**src/rtl/pipeline_pkg.sv**
```systemverilog
`default_nettype none
// ============================================================================
//  Module      : pipeline_pkg
//  Description : Shared types and constants for the integer pipeline:
//                register index type, forwarding-source select encoding and
//                the hard-wired zero register index.
//  Revision    : 1.0 - initial release
// ============================================================================
package pipeline_pkg;

    typedef logic [4:0] reg_idx_t;

    typedef enum logic [1:0] {
        FWD_RF  = 2'd0,
        FWD_EX  = 2'd1,
        FWD_MEM = 2'd2,
        FWD_WB  = 2'd3
    } fwd_sel_e;

    localparam reg_idx_t REG_ZERO = 5'd0;

endpackage
`default_nettype wire

```
**src/rtl/operand_forward.sv**
```systemverilog
`default_nettype none
// ============================================================================
//  Module      : operand_forward
//  Description : Combinational operand resolver. Picks the youngest in-flight
//                producer of register idx (EX, then MEM, then WB) and falls
//                back to the register-file read value. Index 0 always reads 0.
//  Ports       : idx             - register index being read
//                rf_val          - register-file read value for idx
//                ex_en/dst/val   - EX producer (enable already excludes loads)
//                mem_en/dst/val  - MEM producer
//                wb_dst/val      - WB producer (dst 0 means no write)
//                val             - resolved operand
//                sel             - which source supplied val
//  Revision    : 1.0 - initial release
// ============================================================================
module operand_forward
    import pipeline_pkg::*;
#(
    parameter int DATA_W = 32
) (
    input  reg_idx_t          idx,
    input  logic [DATA_W-1:0] rf_val,
    input  logic              ex_en,
    input  reg_idx_t          ex_dst,
    input  logic [DATA_W-1:0] ex_val,
    input  logic              mem_en,
    input  reg_idx_t          mem_dst,
    input  logic [DATA_W-1:0] mem_val,
    input  reg_idx_t          wb_dst,
    input  logic [DATA_W-1:0] wb_val,
    output logic [DATA_W-1:0] val,
    output fwd_sel_e          sel
);

    always_comb begin
        sel = FWD_RF;
        if (idx != REG_ZERO) begin
            if (ex_en && (ex_dst == idx)) begin
                sel = FWD_EX;
            end else if (mem_en && (mem_dst == idx)) begin
                sel = FWD_MEM;
            end else if (wb_dst == idx) begin
                // Needed because the regfile write lands at the same edge
                // that this read is being captured on.
                sel = FWD_WB;
            end
        end
    end

    always_comb begin
        val = rf_val;
        if (idx == REG_ZERO) begin
            val = '0;
        end else begin
            case (sel)
                FWD_EX:  val = ex_val;
                FWD_MEM: val = mem_val;
                FWD_WB:  val = wb_val;
                default: val = rf_val;
            endcase
        end
    end

endmodule
`default_nettype wire

```
**src/rtl/id_ex_stage.sv**
```systemverilog
`default_nettype none
// ============================================================================
//  Module      : id_ex_stage
//  Description : ID->EX pipeline register. Resolves both operands through
//                EX/MEM/WB forwarding at capture, detects load-use hazards
//                (one bubble), honours flush and downstream hold, and counts
//                stall cycles with saturation.
//  Ports       : clk, reset (sync, active-low)
//                id_*        - decoded instruction and regfile read values
//                ex_result   - ALU result of the instruction now in EX
//                mem_*, wb_* - later-stage producers for forwarding
//                flush       - kill the instruction entering EX
//                ex_busy     - EX cannot accept this cycle
//                ex_*_o, ex_a, ex_b - stage register contents
//                id_stall    - ID/IF must hold (combinational)
//                stall_cnt   - saturating count of stalled cycles
//  Revision    : 1.0 - initial release
// ============================================================================
module id_ex_stage
    import pipeline_pkg::*;
#(
    parameter int DATA_W = 32,
    parameter int CTRL_W = 8,
    parameter int CNT_W  = 32
) (
    input  logic              clk,
    input  logic              reset,
    input  logic              id_valid,
    input  reg_idx_t          id_rs,
    input  reg_idx_t          id_rt,
    input  logic              id_uses_rs,
    input  logic              id_uses_rt,
    input  logic [DATA_W-1:0] id_v1,
    input  logic [DATA_W-1:0] id_v2,
    input  reg_idx_t          id_dst,
    input  logic [DATA_W-1:0] id_imm,
    input  logic [CTRL_W-1:0] id_ctrl,
    input  logic              id_is_load,
    input  logic [DATA_W-1:0] ex_result,
    input  logic              mem_valid,
    input  reg_idx_t          mem_dst,
    input  logic [DATA_W-1:0] mem_data,
    input  reg_idx_t          wb_dst,
    input  logic [DATA_W-1:0] wb_data,
    input  logic              flush,
    input  logic              ex_busy,
    output logic              ex_valid_o,
    output logic [DATA_W-1:0] ex_a,
    output logic [DATA_W-1:0] ex_b,
    output logic [DATA_W-1:0] ex_imm_o,
    output reg_idx_t          ex_dst_o,
    output logic [CTRL_W-1:0] ex_ctrl_o,
    output logic              ex_is_load_o,
    output logic              id_stall,
    output logic [CNT_W-1:0]  stall_cnt
);

    localparam logic [CNT_W-1:0] C_CNT_MAX = '1;
    localparam logic [CNT_W-1:0] C_CNT_ONE = {{(CNT_W-1){1'b0}}, 1'b1};

    // A load in EX has no data yet, so it must not be an EX forward source;
    // that case is covered by the load-use bubble instead.
    logic w_ex_fwd_en;
    assign w_ex_fwd_en = ex_valid_o & ~ex_is_load_o;

    logic [DATA_W-1:0] w_a;
    logic [DATA_W-1:0] w_b;
    fwd_sel_e          w_sel_a;
    fwd_sel_e          w_sel_b;

    operand_forward #(.DATA_W(DATA_W)) u_fwd_rs (
        .idx     (id_rs),
        .rf_val  (id_v1),
        .ex_en   (w_ex_fwd_en),
        .ex_dst  (ex_dst_o),
        .ex_val  (ex_result),
        .mem_en  (mem_valid),
        .mem_dst (mem_dst),
        .mem_val (mem_data),
        .wb_dst  (wb_dst),
        .wb_val  (wb_data),
        .val     (w_a),
        .sel     (w_sel_a)
    );

    operand_forward #(.DATA_W(DATA_W)) u_fwd_rt (
        .idx     (id_rt),
        .rf_val  (id_v2),
        .ex_en   (w_ex_fwd_en),
        .ex_dst  (ex_dst_o),
        .ex_val  (ex_result),
        .mem_en  (mem_valid),
        .mem_dst (mem_dst),
        .mem_val (mem_data),
        .wb_dst  (wb_dst),
        .wb_val  (wb_data),
        .val     (w_b),
        .sel     (w_sel_b)
    );

    // Source selects are kept for debug visibility only.
    logic [3:0] w_unused_sel;
    assign w_unused_sel = {w_sel_a, w_sel_b};

    logic w_rs_hit;
    logic w_rt_hit;
    logic w_hazard;
    assign w_rs_hit = id_uses_rs & (id_rs == ex_dst_o);
    assign w_rt_hit = id_uses_rt & (id_rt == ex_dst_o);
    assign w_hazard = id_valid & ex_valid_o & ex_is_load_o &
                      (ex_dst_o != REG_ZERO) & (w_rs_hit | w_rt_hit);

    assign id_stall = ~flush & (ex_busy | w_hazard);

    always_ff @(posedge clk) begin
        if (!reset) begin
            ex_valid_o   <= 1'b0;
            ex_a         <= '0;
            ex_b         <= '0;
            ex_imm_o     <= '0;
            ex_dst_o     <= REG_ZERO;
            ex_ctrl_o    <= '0;
            ex_is_load_o <= 1'b0;
        end else if (flush) begin
            ex_valid_o <= 1'b0;
        end else if (ex_busy) begin
            // EX is holding its instruction: every field keeps its value.
        end else if (w_hazard) begin
            // Bubble; next cycle the load sits in MEM and forwards from there.
            ex_valid_o <= 1'b0;
        end else begin
            ex_valid_o   <= id_valid;
            ex_a         <= w_a;
            ex_b         <= w_b;
            ex_imm_o     <= id_imm;
            ex_dst_o     <= id_dst;
            ex_ctrl_o    <= id_ctrl;
            ex_is_load_o <= id_is_load;
        end
    end

    always_ff @(posedge clk) begin
        if (!reset) begin
            stall_cnt <= '0;
        end else if (id_stall && (stall_cnt != C_CNT_MAX)) begin
            stall_cnt <= stall_cnt + C_CNT_ONE;
        end
    end

endmodule
`default_nettype wire

```
**config.mk**
```make
export PLATFORM = sky130hd
export DESIGN_NAME = id_ex_stage
export DESIGN_NICKNAME = d
export VERILOG_FILES = /design/src/rtl/pipeline_pkg.sv /design/src/rtl/operand_forward.sv /design/src/rtl/id_ex_stage.sv
export SDC_FILE = /design/constraint.sdc
export NUM_CORES = 1
export LEC_CHECK = 0
export BUFFER_PORTS_ARGS = -buffer_cell sky130_fd_sc_hd__buf_2
export CELL_PAD_IN_SITES_DETAIL_PLACEMENT = 1
export CELL_PAD_IN_SITES_GLOBAL_PLACEMENT = 2
export CORE_MARGIN = 8
export CORE_UTILIZATION = 27
export DETAILED_ROUTE_END_ITERATION = 12
export PLACE_DENSITY = 0.87
export SYNTH_ARGS = -nofsm -noshare
export SYNTH_HDL_FRONTEND = slang
export SYNTH_SLANG_ARGS = --single-unit
```
**constraint.sdc**
```tcl
create_clock -name clk -period 3.7 [get_ports clk]
set_input_delay 0.37 -clock clk [delete_from_list [all_inputs] [get_ports clk]]
set_output_delay 0.37 -clock clk [all_outputs]
set_load 0.1 [all_outputs]
```
==> results.cfg <==
[die]
dieWidth_um = 185.6
start_util_pct = 27.21
rows = 62
coreArea_um2 = 28550
die_height_um = 185.6
ios = 378
dieArea_um2 = 34450

[setup_path]
ff2ff_path_depth = 7
worstSetupPathType = register to primary output
worstPathCellList = xor2_1, or3b_1, o221ai_1, buf_4, and2_1, buf_2
cp_top_family = buffers and inverters
arrival_ns = 2.49
rrSetupSlack_ns = 1.05
r2r-start = ex_dst_o[4]$_SDFFE_PN0P_
r2r-end = ex_b[17]$_SDFFE_PN0P_
cp_num_cells = 6
cp.required_ns = 3.33
startpoint_type = register
worstSetupEndpointType = primary output
crit_buf_inv = 2
max_stage_delay_ns = 0.45
startpoint = ex_dst_o[3]$_SDFFE_PN0P_
slowest_stage = dfxtp_1
path_max_fanout = 11

[timing]
setup_tns_ns = 0
finalHoldViolCount = 0
layout_worst_path_cycle_share_pct = 77.39
slew_headroom_pct = 40.34
finalMaxSlewViolations = 0
worst_pin_slew_ns = 0.8950
clock_skew_ns = 0.01606
clock.fmax_ghz = 0.3492
finalCriticalPeriod_ns = 2.863
rsz0062_at_grt = false
finalSetupViolations = 0

[layout]
nets = 1488
drive_above_1_share_pct = 34.91
synthToLayoutAreaGrowth_pct = 35.50
final_common_cell = buf_2
final_cells = 1652
final_cell_mix = buf_2 (376), dfxtp_1 (143), nand2_1 (99), o21ai_0 (95), nand2b_1 (68)
fill_cells = 3574

[clock_tree]
cts_hold_buf = 0
path_clk_slew_ns = 0.07
cts_resized = 0
post_cts_buffers = 0
cts-htree-levels = 4
cts.root.buffer_cell = clkbuf_16
worstSkewPairLatency_ns = 0.42
cts_tree = done
cts.path.max_buffers = 2
cts-buffers-inserted = 17
clock-sinks = 143

[synth]
synth_top_area_share_pct = 36.86
synthDistinctLibCells = 48
syn_inst = 924
ys_top_cells_by_area = dfxtp_1 (37%), a32o_1 (8.2%), o21ai_0 (6.1%)
synth_edf_count = 0
synth_warnings = 0
yosysTopAreaCell = dfxtp_1
ys.flop_type = dfxtp_1
syn_nets = 1159
avgSynthCellArea_um2 = 8.406
yosysSeqAreaShare_pct = 36.86
ys_ff_latch = 143
synthArstFlopShare_pct = 0
synthesis.area_um2 = 7767

[routing]
ant_nets = 0
num_vias = 8967
drt_iter0_markers = 538
first_pass_iters = 5
finalWirelength_um = 37970
via_per_inst = 5.428
drc = 0
wl_per_cell_um = 22.99

[min_path]
hp-start = id_imm[12]
min_path_cells = 3
hold_end = ex_imm_o[12]$_SDFFE_PN0P_
hp-class = input pin to register

[run]
maxCapViolCount = 0

[run_status]
status = completed

[global_route]
track_usage_pct = 21.24
overflow = 0
grt_max_degree = 93
antenna_found_initial = 6
grt_pass1_vias = 9530
grt_first_pass_wirelength_um = 56250

[pwr]
peakVddDrop_uv = 257.1
power_density_nw_per_um2 = 430.6
p_leak_nw = 4.455
power_mw = 4.532

[placed_design]
gp_congestion = 0.8223
dp.cells = 1618
place.detailed.hpwl_um = 27920
port_buffers = 377
[flip-flops by register name, indices dropped and copies added (netlist names)]
name,count
ex_is_load_o,1
ex_dst_o,5
stall_cnt,32
ex_ctrl_o,8
ex_a,32
ex_imm_o,32
ex_b,32
ex_valid_o,1
[worst min-delay path: cells and delay by family]
kind	cells	cell delay, ns
buffers and inverters	1	0.09
AOI/OAI and AO/OA	1	0.06
and+or+nand+nor	1	0.04
[logic make-up (layout without fill, tap and decap cells)]
kind of cell    Yosys count  count (layout)  synth area share [%]
mux                       1               1                0.1289
buf+inv                  95             437                 5.718
simple gates            316             316                 21.42
other cells               0               2                     0
fa+ha+maj                 1               1                0.1611
xor+xnor                 36              36                 4.059
flops                   143             143                 36.86
compound gates          332             332                 31.65
[power by group]
group	total [mW]	internal, mW	switching (mW)	leakage [nW]
clock	1.84	1.05	0.788	0.293
sequential	1.65	1.60	0.0411	1.17
combinational	1.05	0.262	0.789	3.00
[per-layer routing]
layer	GRT usage (%)	vias to the layer above	share of wire [%]
met1	24.18	4355	40
li1	-	4145	-
met3	6.812	66	9.7
met5	0	-	0.12
met4	8.130	8	2.7
met2	36.61	393	47
[layout make-up]
class	count	area [um2]	share of cell area, %
multi-input cells	686	4506	42.81
flip-flops and latches	143	2863	27.20
repair buffers	396	2032	19.31
well taps	384	480.5	4.565
clock buffers	19	452.9	4.303
clock inverters	13	152.6	1.450
inverters	9	33.78	0.3210
diodes	2	5.005	0.04755
[worst max-delay path by stage]
stage | to | slack (ns)
3_3_place_gp | ex_a[21]$_SDFFE_PN0P_ | 0.96
6_report | id_stall | 0.84
2_1_floorplan | id_stall | 0.57
5_1_grt | id_stall | 0.66
4_1_cts | id_stall | 0.72
3_5_place_dp | ex_a[21]$_SDFFE_PN0P_ | 0.96
[metrics by stage]
stage               utilization [%]  hold slack (ns)  worst slack, ns  instance area, um2
detailed placement            34.73           0.4508           0.9592                9915
floorplan                         -           0.5099           0.5666                7767
global placement              34.73           0.4405           0.9621                9915
finish                        36.87           0.1833           0.8367               10530
global route                  36.86           0.1770           0.6579               10520
CTS                           36.85           0.1630           0.7156               10520
[Yosys cell counts, types with 2 or more instances]
master,instances
o31ai_1,5
a211o_1,32
a21oi_1,22
and4_1,4
xor2_1,16
and3_1,2
nand2b_1,68
clkbuf_1,60
xnor2_1,20
a31oi_1,3
buf_6,8
or3_1,17
o21a_1,33
dfxtp_1,143
nand2_1,99
buf_4,2
nor2_1,13
or4_1,7
o211ai_1,36
nand3_1,64
nor4_1,4
o221ai_1,33
and2_1,8
o21ai_0,95
nand4_2,2
buf_2,16
inv_1,9
nor3_1,10
nand4_1,11
a32o_1,64
Power figures use the tool's default switching activity.
